**config.mk**
```make
export PLATFORM = sky130hd
export DESIGN_NAME = debounce_oneshot
export DESIGN_NICKNAME = d
export VERILOG_FILES = /design/src/rtl/debounce_oneshot.sv
export SDC_FILE = /design/constraint.sdc
export NUM_CORES = 1
export LEC_CHECK = 0
export ABC_AREA = 1
export BUFFER_PORTS_ARGS = -buffer_cell sky130_fd_sc_hd__buf_2
export CAP_MARGIN = 20
export CORE_MARGIN = 1.5
export CORE_UTILIZATION = 50
export CTS_CLUSTER_SIZE = 10
export DETAILED_ROUTE_END_ITERATION = 10
export PLACE_DENSITY_LB_ADDON = 0.2
export SETUP_SLACK_MARGIN = 0.4
export SLEW_MARGIN = 20
export SYNTH_ARGS = -nofsm -noshare
export SYNTH_HDL_FRONTEND = slang
export SYNTH_SLANG_ARGS = --single-unit
export TNS_END_PERCENT = 100
```
**constraint.sdc**
```tcl
create_clock -name clk -period 1.1 [get_ports clk]
set_input_delay 0.055 -clock clk [delete_from_list [all_inputs] [get_ports clk]]
set_output_delay 0.055 -clock clk [all_outputs]
set_load 0.01 [all_outputs]
```
**src/rtl/debounce_oneshot.sv**
```systemverilog
// Push-button debouncer: 2-flop sync, tick-counted acceptance, press/release strobes.
// Optional auto-repeat on long press: define DEBOUNCE_AUTO_REPEAT_EN.
module debounce_oneshot #(
    parameter int STABLE_TICKS = 3,
    parameter int CNT_W        = 8,
    parameter int HOLD_TICKS   = 50,
    parameter int REPEAT_TICKS = 10
) (
    input  logic clk,
    input  logic rst,
    input  logic tick,
    input  logic btn_in,
    output logic btn_level,
    output logic btn_press,
    output logic btn_release
);

    typedef enum logic [1:0] {
        RELEASED,
        WAIT_PRESS,
        PRESSED,
        WAIT_RELEASE
    } state_t;

    localparam int MAX_A = (STABLE_TICKS > HOLD_TICKS) ? STABLE_TICKS : HOLD_TICKS;
    localparam int MAX_T = (MAX_A > REPEAT_TICKS) ? MAX_A : REPEAT_TICKS;
    localparam logic [CNT_W-1:0] LAST = CNT_W'(STABLE_TICKS - 1);

    if (CNT_W < $clog2(MAX_T + 1)) begin : g_cnt_w_too_small
        $error("CNT_W too narrow for tick counts");
    end

    state_t           state;
    state_t           state_nxt;
    logic [CNT_W-1:0] cnt;
    logic [CNT_W-1:0] cnt_nxt;
    logic             s1;
    logic             s_in;
    logic             acc_press;
    logic             acc_rel;
    logic             rfire;

    always_comb begin
        state_nxt = state;
        cnt_nxt   = cnt;
        unique case (state)
            RELEASED: begin
                if (s_in) begin
                    state_nxt = WAIT_PRESS;
                    cnt_nxt   = '0;
                end
            end
            WAIT_PRESS: begin
                // A bounce beats a coincident tick
                if (!s_in) begin
                    state_nxt = RELEASED;
                    cnt_nxt   = '0;
                end else if (tick) begin
                    if (cnt == LAST) begin
                        state_nxt = PRESSED;
                        cnt_nxt   = '0;
                    end else begin
                        cnt_nxt = cnt + 1'b1;
                    end
                end
            end
            PRESSED: begin
                if (!s_in) begin
                    state_nxt = WAIT_RELEASE;
                    cnt_nxt   = '0;
                end
            end
            WAIT_RELEASE: begin
                if (s_in) begin
                    state_nxt = PRESSED;
                    cnt_nxt   = '0;
                end else if (tick) begin
                    if (cnt == LAST) begin
                        state_nxt = RELEASED;
                        cnt_nxt   = '0;
                    end else begin
                        cnt_nxt = cnt + 1'b1;
                    end
                end
            end
            default: begin
                state_nxt = RELEASED;
                cnt_nxt   = '0;
            end
        endcase
    end

    assign acc_press = (state == WAIT_PRESS) && (state_nxt == PRESSED);
    assign acc_rel   = (state == WAIT_RELEASE) && (state_nxt == RELEASED);

`ifdef DEBOUNCE_AUTO_REPEAT_EN
    localparam logic [CNT_W-1:0] HOLD_LAST = CNT_W'(HOLD_TICKS - 1);
    localparam logic [CNT_W-1:0] REP_LAST  = CNT_W'(REPEAT_TICKS - 1);

    logic [CNT_W-1:0] rcnt;
    logic [CNT_W-1:0] rcnt_nxt;
    logic             rphase;
    logic             rphase_nxt;

    // rphase: first (hold) strobe already given, now in repeat cadence
    always_comb begin
        rcnt_nxt   = rcnt;
        rphase_nxt = rphase;
        rfire      = 1'b0;
        if (state != PRESSED || state_nxt != PRESSED) begin
            rcnt_nxt   = '0;
            rphase_nxt = 1'b0;
        end else if (tick) begin
            if ((!rphase && rcnt == HOLD_LAST) ||
                (rphase && rcnt == REP_LAST)) begin
                rfire      = 1'b1;
                rcnt_nxt   = '0;
                rphase_nxt = 1'b1;
            end else begin
                rcnt_nxt = rcnt + 1'b1;
            end
        end
    end

    always_ff @(posedge clk) begin
        if (!rst) begin
            rcnt   <= '0;
            rphase <= 1'b0;
        end else begin
            rcnt   <= rcnt_nxt;
            rphase <= rphase_nxt;
        end
    end
`else
    assign rfire = 1'b0;
`endif

    always_ff @(posedge clk) begin
        if (!rst) begin
            s1          <= 1'b0;
            s_in        <= 1'b0;
            state       <= RELEASED;
            cnt         <= '0;
            btn_level   <= 1'b0;
            btn_press   <= 1'b0;
            btn_release <= 1'b0;
        end else begin
            s1          <= btn_in;
            s_in        <= s1;
            state       <= state_nxt;
            cnt         <= cnt_nxt;
            btn_level   <= (state_nxt == PRESSED) || (state_nxt == WAIT_RELEASE);
            btn_press   <= acc_press | rfire;
            btn_release <= acc_rel;
        end
    end

endmodule

```
## Word-level counts from Yosys, hierarchy flattened

Index checks and enable logic that the tools add are counted.

| storage, ports and cells | value |
|---|---|
| bits in registers | 15 |
| input bits | 4 |
| output and inout port bits | 3 |
| logic and storage cells | 38 |

| operators by class | value |
|---|---|
| add/sub/neg operators | 1 |
| equality and inequality tests | 8 |
| mux-type cells | 16 |
| reduce and logical (&&, ||, !) cells | 6 |

Operators with widths:

| cell | count |
|---|---|
| $mux W8 | 6 |
| $pmux W8 S4 | 1 |
| $mux W2 | 8 |
| $add A8 B1 Y8 const B | 1 |
| $eq A2 B2 Y1 const B | 4 |
| $eq A8 B2 Y1 const B | 1 |
| $pmux W2 S4 | 1 |
| $logic_not A2 Y1 | 2 |
| $ne A2 B2 Y1 const B | 2 |
| $eq A2 B1 Y1 const B | 1 |
| $logic_and A1 B1 Y1 | 2 |
| $reduce_and A2 Y1 | 1 |
| $logic_or A1 B1 Y1 | 1 |

## Longest topological paths before layout

Gate-level depths: netlist of run 1.

| logic depth | value |
|---|---|
| depth in word-level cells | 7 |
| gate-level depth with buffers | 10 |

## Least setup slack after synthesis of run 1

No wires, ideal clock.

| timing | value |
|---|---|
| path kind | register to register |
| from | reg cnt[0] |
| to | reg cnt[0] |
| setup time | 0.070 ns |
| arrival | 1.107 ns |
| slack | -0.077 ns |
| stages on the path, launching flop included | 10 |
| buffers on the path | 0 |
| cell sequence | dfxtp_1 -> inv_1 -> ha_1 -> nand2_1 -> inv_1 -> nand2_2 -> nor2_4 -> nor2_4 -> nand3_1 -> a21oi_1 |

| on the way | value |
|---|---|
| word-level cells in the longest chain between the ends | 5 |
| elaborated cells on any way between the ends | 7 |
| classes of those cells | add/sub (1); eq/ne (1); mux (5) |

RTL lines:

| item | RTL line | RTL |
|---|---|---|
| start: declaration | 35 | `logic [CNT_W-1:0] cnt;` |
| start signal: assignment | 151 | `cnt <= cnt_nxt;` |
| $add A8 B1 Y8 / $eq A8 B2 Y1 (equally long branches) | n/a |  |
| $mux W8 | 59, 78 |  |
| $mux W8 * | 77 | `end else if (tick) begin` |
| $mux W8 (on tied branches) | 74, 55 |  |
| $pmux W8 S4 * | 46 | `unique case (state)` |

Every way passes the cells marked *; elsewhere a longest branch is shown, timed or not.
A chain may end at the register's enable or synchronous reset.

## Worst setup path after layout of run 1

| timing | value |
|---|---|
| from | reg cnt[0] |
| to | reg cnt[5] |

| on the way | value |
|---|---|
| word-level cells in the longest chain between the ends | 5 |
| elaborated cells on any way between the ends | 7 |
| classes of those cells | add/sub (1); eq/ne (1); mux (5) |

RTL lines:

| item | RTL line |
|---|---|
| $add A8 B1 Y8 / $eq A8 B2 Y1 (equally long branches) | n/a |
| $mux W8 * | 59, 78 |
| $mux W8 * | 77 |
| $mux W8 (on tied branches) | 74, 55 |
| $pmux W8 S4 * | 46 |

Marked as above.

==> results of run 1 <==
==> metrics by stage <==
step,worst slack (ns),instances,total power [mW]
global placement,-0.144,132,0.569
detailed placement,-0.170,132,0.570
CTS,-0.166,139,0.947
floorplan,-0.0203,109,0.552
finish,-0.158,139,0.934
global route,-0.243,139,0.974
==> placed cells by master (no fill, tap or decap), types with 2 or more instances in the layout <==
cell type and instances:
buf_4 6, nor2_4 3, nand2_1 33, a21oi_1 6, nand3_2 2, inv_2 2, buf_2 5, nor2_1 5
o21ai_1 2, a21oi_2 2, nand2_2 7, dfxtp_4 3, nor2_2 3, nand3_1 7, inv_1 12, clkbuf_4 3
nor3_2 2, dfxtp_1 11
==> registers in the layout, summed over array words and instances (netlist names) <==
signal and count:
cnt 8, btn_release 1, s1 1, s_in 1, state 1, btn_press 1
btn_level 1
==> kinds of logic (layout without fill, tap and decap cells) <==
kind of cell	count (synthesis)	count (layout)	synth area share, %
simple gates	64	64	40.0
buf+inv	17	32	10.6
flops	14	14	37.6
fa+ha+maj	2	2	3.36
compound gates	12	12	8.40
==> power by group through the flow <==
| stage | clock, mW | combinational (mW) | sequential, mW |
|---|---|---|---|
| finish | 0.377 | 0.0502 | 0.507 |
| global route | 0.411 | 0.0554 | 0.508 |
| CTS | 0.391 | 0.0472 | 0.509 |
| detailed placement | 0 | 0.0442 | 0.526 |
| global placement | 0 | 0.0434 | 0.526 |
| floorplan | 0 | 0.0270 | 0.525 |
==> worst max-delay path, delay by kind of cell, from the launching register on <==
kind / cells / cell delay (ns)
buf+inv: 2 / 0.07
fa+ha+maj: 1 / 0.14
flops: 1 / 0.37
compound gates: 1 / 0.13
simple gates: 5 / 0.46
==> synth_stat cells <==
| cell | instances |
|---|---|
| nand3b_1 | 1 |
| nand2_2 | 5 |
| clkinv_1 | 1 |
| nand2_1 | 35 |
| nor2_1 | 5 |
| nand3_1 | 9 |
| nor2_2 | 4 |
| or2_2 | 1 |
| dfxtp_1 | 14 |
| nor3_1 | 2 |
| inv_1 | 14 |
| o21ai_0 | 1 |
| ha_1 | 2 |
| o21ai_1 | 2 |
| o21a_1 | 1 |
| buf_6 | 2 |
| nor2_4 | 2 |
| a21oi_1 | 8 |
==> how the worst max path moves through the flow <==
| stage | from | end | slack, ns |
|---|---|---|---|
| floorplan | cnt[0] | cnt[2] | -0.02 |
| global placement | cnt[0] | cnt[2] | -0.14 |
| detailed placement | cnt[0] | cnt[0] | -0.17 |
| CTS | cnt[0] | cnt[0] | -0.17 |
| global route | cnt[1] | cnt[6] | -0.24 |
| finish | cnt[0] | cnt[5] | -0.16 |
==> what timing repair did <==
item,CTS,global route
buffers inserted,2,0
endpoints found under the hold margin,1,0
hold buffers,1,0
endpoints found under the setup margin,15,15
resized for setup,5,12
pin swaps,6,4
==> layout make-up <==
class / count / area [sq um] / area share (%)
tap: 15 / 18.8 / 2.01
multi-input combinational: 78 / 438 / 46.9
sequential: 14 / 292 / 31.2
clock buffer: 4 / 36.3 / 3.89
timing repair buffer: 13 / 91.3 / 9.79
inverter: 15 / 57.6 / 6.17
==> layer usage <==
layer / global-route usage [%] / up-vias / part of all wire (%)
met4: 19.4 / 0 / 6.2
met2: 30.0 / 18 / 44
met1: 24.5 / 330 / 45
met5: 0 / - / 0
met3: 4.35 / 9 / 4.0
li1: - / 366 / -
==> flow_results.org, run 1 <==
** Routing
- Total routed wirelength :: 1.61 mm
- DR DRC count :: 0
- For this run, the detailed router's first-pass iteration total came to 4.
- Dividing the detail-routed via count by the number of cells gives 5.20.
- Total via count after detailed routing :: 723
- Average routed wire per standard cell :: 11.5 um
- Number of nets still failing antenna checks after routing :: 0
- Detailed router's first-iteration violation count :: 9

** Placement
- Summed over all nets, the half-perimeter wirelength after detailed placement is 1.05 mm.
- Global placer's final weighted congestion :: 0.782
- Count of input and output buffers :: 6
- Placed cell areas :: 816 sq um

** Cells and area
- Cells with a size suffix above 1 make up 35.5% of the layout.
- Once layout is complete, the utilization of the core stands at 69.1%.
- Relative to the synthesized area, the layout overhead comes to 25.4%.
- Post-Layout Inst Area :: 933 sq um
- Diodes inserted :: 0
- Number of filler cells placed in the layout :: 110
- For this run, the post-layout net count is 131.

** Timing
- Max transition margin :: 79.1%
- For the final database, setup skew stands at 0.00378 ns.
- Of the available clock period, the critical path in the final layout requires 114%.
- The smallest clock period supported by the final layout is computed as 1.26 ns.
- Final hold slack :: 0.0518 ns
- The number of pins with negative max-slew slack in the final report came to 0.
- Setup repair after global routing could not meet its margin everywhere.
- Setup violations remaining at the end of the flow were counted as 9.
- Highest Clock Rate :: 0.795 GHz
- Setup total negative slack on the finished layout was measured at -1.17 ns.
- Tightest Pin Transition :: 0.313 ns
- PnR worst setup slack :: -0.158 ns
- Final number of hold-violating endpoints :: 0

** Clock tree
- Latest clock arrival within the worst-skew pair :: 0.29 ns
- Clock-pin slew was measured on the worst setup and hold paths at 0.09 ns.
- In this run, CTS created clock tree buffers numbering 3.
- Root buf cell :: clkbuf_4
- In this run the number of H-tree levels came out at 1.
- Max Buffers Root-to-Sink :: 2
- CTS tree :: yes
- Sink count of the clock tree :: 14

** GRT
- Overflow left after global routing :: 0
- The first global-routing pass estimated 2.67 mm of wire.
- GRT Total Usage :: 20.5%
- The initial antenna violation count was 0.
- Via count of the first global-routing pass :: 647
- Entering global routing, the biggest net connects 9 pins.

** Synth
- Synthesis produced 109 cells.
- Library cell with the largest summed area after synthesis :: dfxtp_1
- Counting distinct cell types in the post-synthesis netlist gives 18.
- Yosys attributes the largest share of cell area to dfxtp_1 (38%), nand2_1 (18%), inv_1 (7.1%).
- Share of the synthesized area in the top cell type :: 37.6%
- Sequential cells were found to cover 37.6% of the synthesized design area.
- Number of nets in the synthesized netlist :: 115
- After synthesis, the mean cell area works out to 6.83 sq um.
- Summing every instance area after synthesis gives 744 sq um.
- Counting flops and latches in the post-synthesis netlist gives 14.
- Synth warnings :: 0

** Power
- Net switching component of the power :: 0.209 mW
- VDD sags by at most 0.583 mV.
- Net switching is 22.3% of the power.
- Seq pwr share :: 54.2%
- Proportion of power drawn by combinational gates :: 5.4%
- Clock Power Share :: 40.4%
- In this run the static leakage power is 0.395 nW.
- In this run the power density over the cells is 1000 mW/mm^2.
- Total internal power :: 0.726 mW

** Critical path
- The worst setup path is launched from a flip-flop.
- Slowest cell on the critical path :: dfxtp_4
- The signal on the critical path passes through inv_2, ha_4, nand2_2, inv_2, nand2_2, nor2_4, nor2_4, nand3_1, a21oi_1.
- In this run the critical register-to-register path is launched from cnt[0].
- Along the worst path, the maximum fanout reaches 8.
- For the worst flop-to-flop path, the logic depth is 9.
- Data arrival time of the worst path :: 1.48 ns
- Category of the worst setup path capture point :: flip-flop
- At the worst endpoint, the required time is 1.32 ns.
- In this design, the stage delay of the slowest critical-path cell is 0.37 ns.
- The endpoint identified for the worst register-to-register timing path is cnt[5].
- Crit Path Class :: reg2reg
- Minimum setup slack among reg-to-reg paths :: -0.16 ns

** Floorplan
- The floorplan has 13 rows.
- 7 I/O pins were placed.
- From left edge to right edge, the die measures 41.6 um.
- Core ar. :: 0.00135 sq mm
- The initial utilization of the core area, before any placement, comes to 55.1%.
- The die covers 0.00173 sq mm.
- The die is 41.6 um tall.

** Hold path
- Hold-critical path endpoint :: s_in
- Start point of the worst min-delay path :: rst
- Worst hold path type :: in2reg
- Number of cells on the worst hold path :: 3

** Status
- The checks that failed: setup timing.
- The flow ran to the end, but the final reports show violations.

** Flow run
- The tool flagged a number of max-cap violations equal to 0.
Power figures use the tool's default switching activity.
==> run 2, diff against run 1 <==
--- a/config.mk
+++ b/config.mk
@@ -9,7 +9,7 @@
 export BUFFER_PORTS_ARGS = -buffer_cell sky130_fd_sc_hd__buf_2
 export CAP_MARGIN = 20
 export CORE_MARGIN = 1.5
-export CORE_UTILIZATION = 50
+export CORE_UTILIZATION = 55
 export CTS_CLUSTER_SIZE = 10
 export DETAILED_ROUTE_END_ITERATION = 10
 export PLACE_DENSITY_LB_ADDON = 0.2
==> constraint.sdc (replaced) <==
create_clock -name clk -period 1.4 [get_ports clk]
set_input_delay 0.07 -clock clk [delete_from_list [all_inputs] [get_ports clk]]
set_output_delay 0.07 -clock clk [all_outputs]
set_load 0.01 [all_outputs]
==> flow_results.org, run 2 (synthesis gave the netlist of run 1 again) <==
** GRT
- The initial antenna violation count is 0 (unchanged).
- Global-route wire length before repair :: 2.10 mm (-21%)
- The maximum number of pins on one net before global-route repair came to 9 (unchanged).
- Via count of the first global-routing pass :: 552 (-15%)
- The total global-route track usage is 20.3% (-0.20 points).
- The remaining global-route overflow came to 0 (unchanged).

** Floorplan
- DIE AREA :: 0.00158 sq mm (-8.4%)
- Vertical die dimension :: 39.8 um (-4.3%)
- Horiz. Die Dim :: 39.8 um (-4.3%)
- The area of the core was 0.00128 sq mm (-4.8%).
- Top Ports :: 7 (unchanged)
- Standard-cell row count :: 13 (unchanged)
- The starting density of the core came to 57.9% (+2.8 points).

** Cells and area
- The number of cells in the finished layout apart from fillers was 134 (-3.6%).
- Area of the multi-input gates :: 415 sq um (-5.1%)
- Register with the most flip-flops :: cnt
- Nets :: 126 (-3.8%)
- Layout area overhead :: 16.0%
- Share of cells above drive strength 1 :: 26.9% (-8.6 points)
- Number of filler cells placed in the layout :: 112 (+1.8%)
- Number of flip-flops in the largest register :: 8 (unchanged)
- Sequential cell area :: 288 sq um (-1.3%)
- The antenna diode count came to 0 (unchanged).
- The top cell types in the final layout, fill and taps aside, are nand2_1 (33), inv_1 (12), dfxtp_1 (12).
- Fin util :: 67.2% (-2.0 points)
- Leaving out fill and tap cells, the most frequent cell in the layout is nand2_1.

** Timing
- Post-route clock period utilization :: 88.8% (-26 points)
- Highest Clock Rate :: 0.804 GHz (+1.2%)
- The number of pins with negative max-slew slack in the final report was 0 (unchanged).
- The final number of setup-violating endpoints came to 0 (-9).
- The worst clock skew came to 0.00289 ns (-0.000887 ns).
- Max transition margin :: 81.0% (+1.8 points)
- The sum of negative setup slack came to 0 ns (+1.17 ns).
- Setup repair after global routing could not meet its margin everywhere.
- The clock period minus final worst setup slack was 1.24 ns (-0.0146 ns).
- The transition time of the tightest slew-check pin was 0.285 ns (-0.0277 ns).
- Final number of hold-violating endpoints :: 0 (unchanged)

** Clock tree
- The tree is rooted in a clkbuf_4.
- Sink count of the clock tree :: 14 (unchanged)
- TritonCTS built the clock tree.
- Number of buffers inserted during clock tree synthesis :: 3 (unchanged)
- Max H-tree Level :: 1 (unchanged)
- Max Buffers Root-to-Sink :: 2 (unchanged)
- The worst-skew pair later-pin latency came to 0.27 ns (-0.02 ns).
- CTS clk-pin slew, worst paths :: 0.09 ns (about the same)

** Routing
- Number of nets still failing antenna checks after routing :: 0 (unchanged)
- DR DRC count :: 0 (unchanged)
- The initial detailed-routing violation count was 15 (+6).
- The post-detailed-route wirelength per cell is 9.88 um (-14%).
- The wire length on met3 is 31 um (-52%).
- The routed wire length on met2 is 649 um (-8.8%).
- The aggregate routed wire length is 1.32 mm (-18%).
- The detailed-route via count came to 670 (-7.3%).
- Routed vias/inst :: 5.00 (-3.9%)
- Detailed Routing Iterations Pass 1 :: 4 (unchanged)
- Met1 Wirelength :: 635 um (-13%)
- Routed signal wires occupy layers up through met4.

** Critical path
- The required time of the critical path was 1.61 ns (+0.29 ns).
- Slowest cell on the critical path :: dfxtp_4
- STA classifies the critical path startpoint as a flip-flop.
- On the critical path the largest part of the delay comes from simple AND/OR/NAND/NOR gates.
- STA classifies the critical path endpoint as a flip-flop.
- Stage delay of the slowest cell on the critical path :: 0.38 ns (about the same)
- The data arrival time of the critical path is 1.46 ns (-0.02 ns).
- The combined buffer and inverter count along the critical path came to 2 (unchanged).
- Traced cell by cell, the critical path runs through inv_2, ha_4, nand2_2, inv_2, nand2_2, nor2_4, nor2_4, nand3_1, a21oi_1.
- The critical path in this run is classified as reg2reg.
- Crit-path max FO :: 8 (unchanged)

** Power
- Lkg Pwr :: 0.370 nW (-6.4%)
- Post-layout total power :: 0.723 mW (-23%)
- The worst IR drop on VDD is 0.512 mV (-12%).
- Power per cell area :: 838 mW/mm^2 (-16%)

** Placement
- The final weighted congestion in routability-driven placement came to 0.782 (about the same).
- Final HPWL from detailed placement :: 956 um (-8.5%)
- The number of buffers inserted by port buffering came to 6 (unchanged).
- The number of placed instances with taps included is 129 (-2.3%).

** Flow run
- Number of maximum-capacitance violations :: 0 (unchanged)

** Hold path
- Worst hold path type :: in2reg

** Status
- Outcome :: finished clean
## run 2: metrics by stage
step	worst slack, ns	instance area, sq um	hold WS [ns]
detailed placement	0.161	793	0.261
CTS	0.164	846	0.0581
finish	0.157	863	0.0520
global placement	0.168	793	0.252
floorplan	0.280	759	0.163
global route	0.0745	863	0.0659
## run 2: where the power goes
part	total, mW	switching (mW)	leakage (nW)	internal (mW)
combinational	0.0332	0.0212	0.234	0.0120
sequential	0.401	0.00284	0.115	0.398
clock	0.289	0.131	0.0210	0.158
total	0.723	0.155	0.370	0.568
## run 2: final timing paths
kind / from / cells past startpoint / to / slack, ns
worst max-delay path: cnt[0] / 9 / cnt[6] / 0.16
worst max register to register: cnt[0] / 9 / cnt[6] / 0.16
worst min register to register: s1 / 2 / s_in / 0.43
worst min-delay path: rst / 3 / s_in / 0.05
## run 2: layout make-up
| class | count | area share (%) |
|---|---|---|
| multi-input combinational | 78 | 48.1 |
| inverter | 15 | 6.67 |
| tap | 15 | 2.17 |
| timing repair buffer | 8 | 5.51 |
| sequential | 14 | 33.3 |
| clock buffer | 4 | 4.20 |
## run 2: layer usage
| metal | vias up | track usage, % |
|---|---|---|
| met5 | - | 0 |
| met1 | 307 | 24.7 |
| met3 | 2 | 5.11 |
| met4 | 0 | 7.76 |
| li1 | 355 | - |
| met2 | 6 | 33.6 |
## run 2: what timing repair did
item / CTS / global route
resized for setup: 4 / 5
setup buffers: 0 / 0
cloned: 0 / 0
pin swaps: 3 / 5
hold buffers: 1 / 0
hold endpoints to repair: 1 / 0
setup endpoints to repair: 12 / 12
## run 2: worst register-to-register path, stage by stage (launching register included)
cell and delay, ns:
dfxtp_4 0.38, inv_2 0.05, ha_4 0.14, nand2_2 0.05
inv_2 0.03, nand2_2 0.06, nor2_4 0.04, nor2_4 0.18
nand3_1 0.10, a21oi_1 0.15
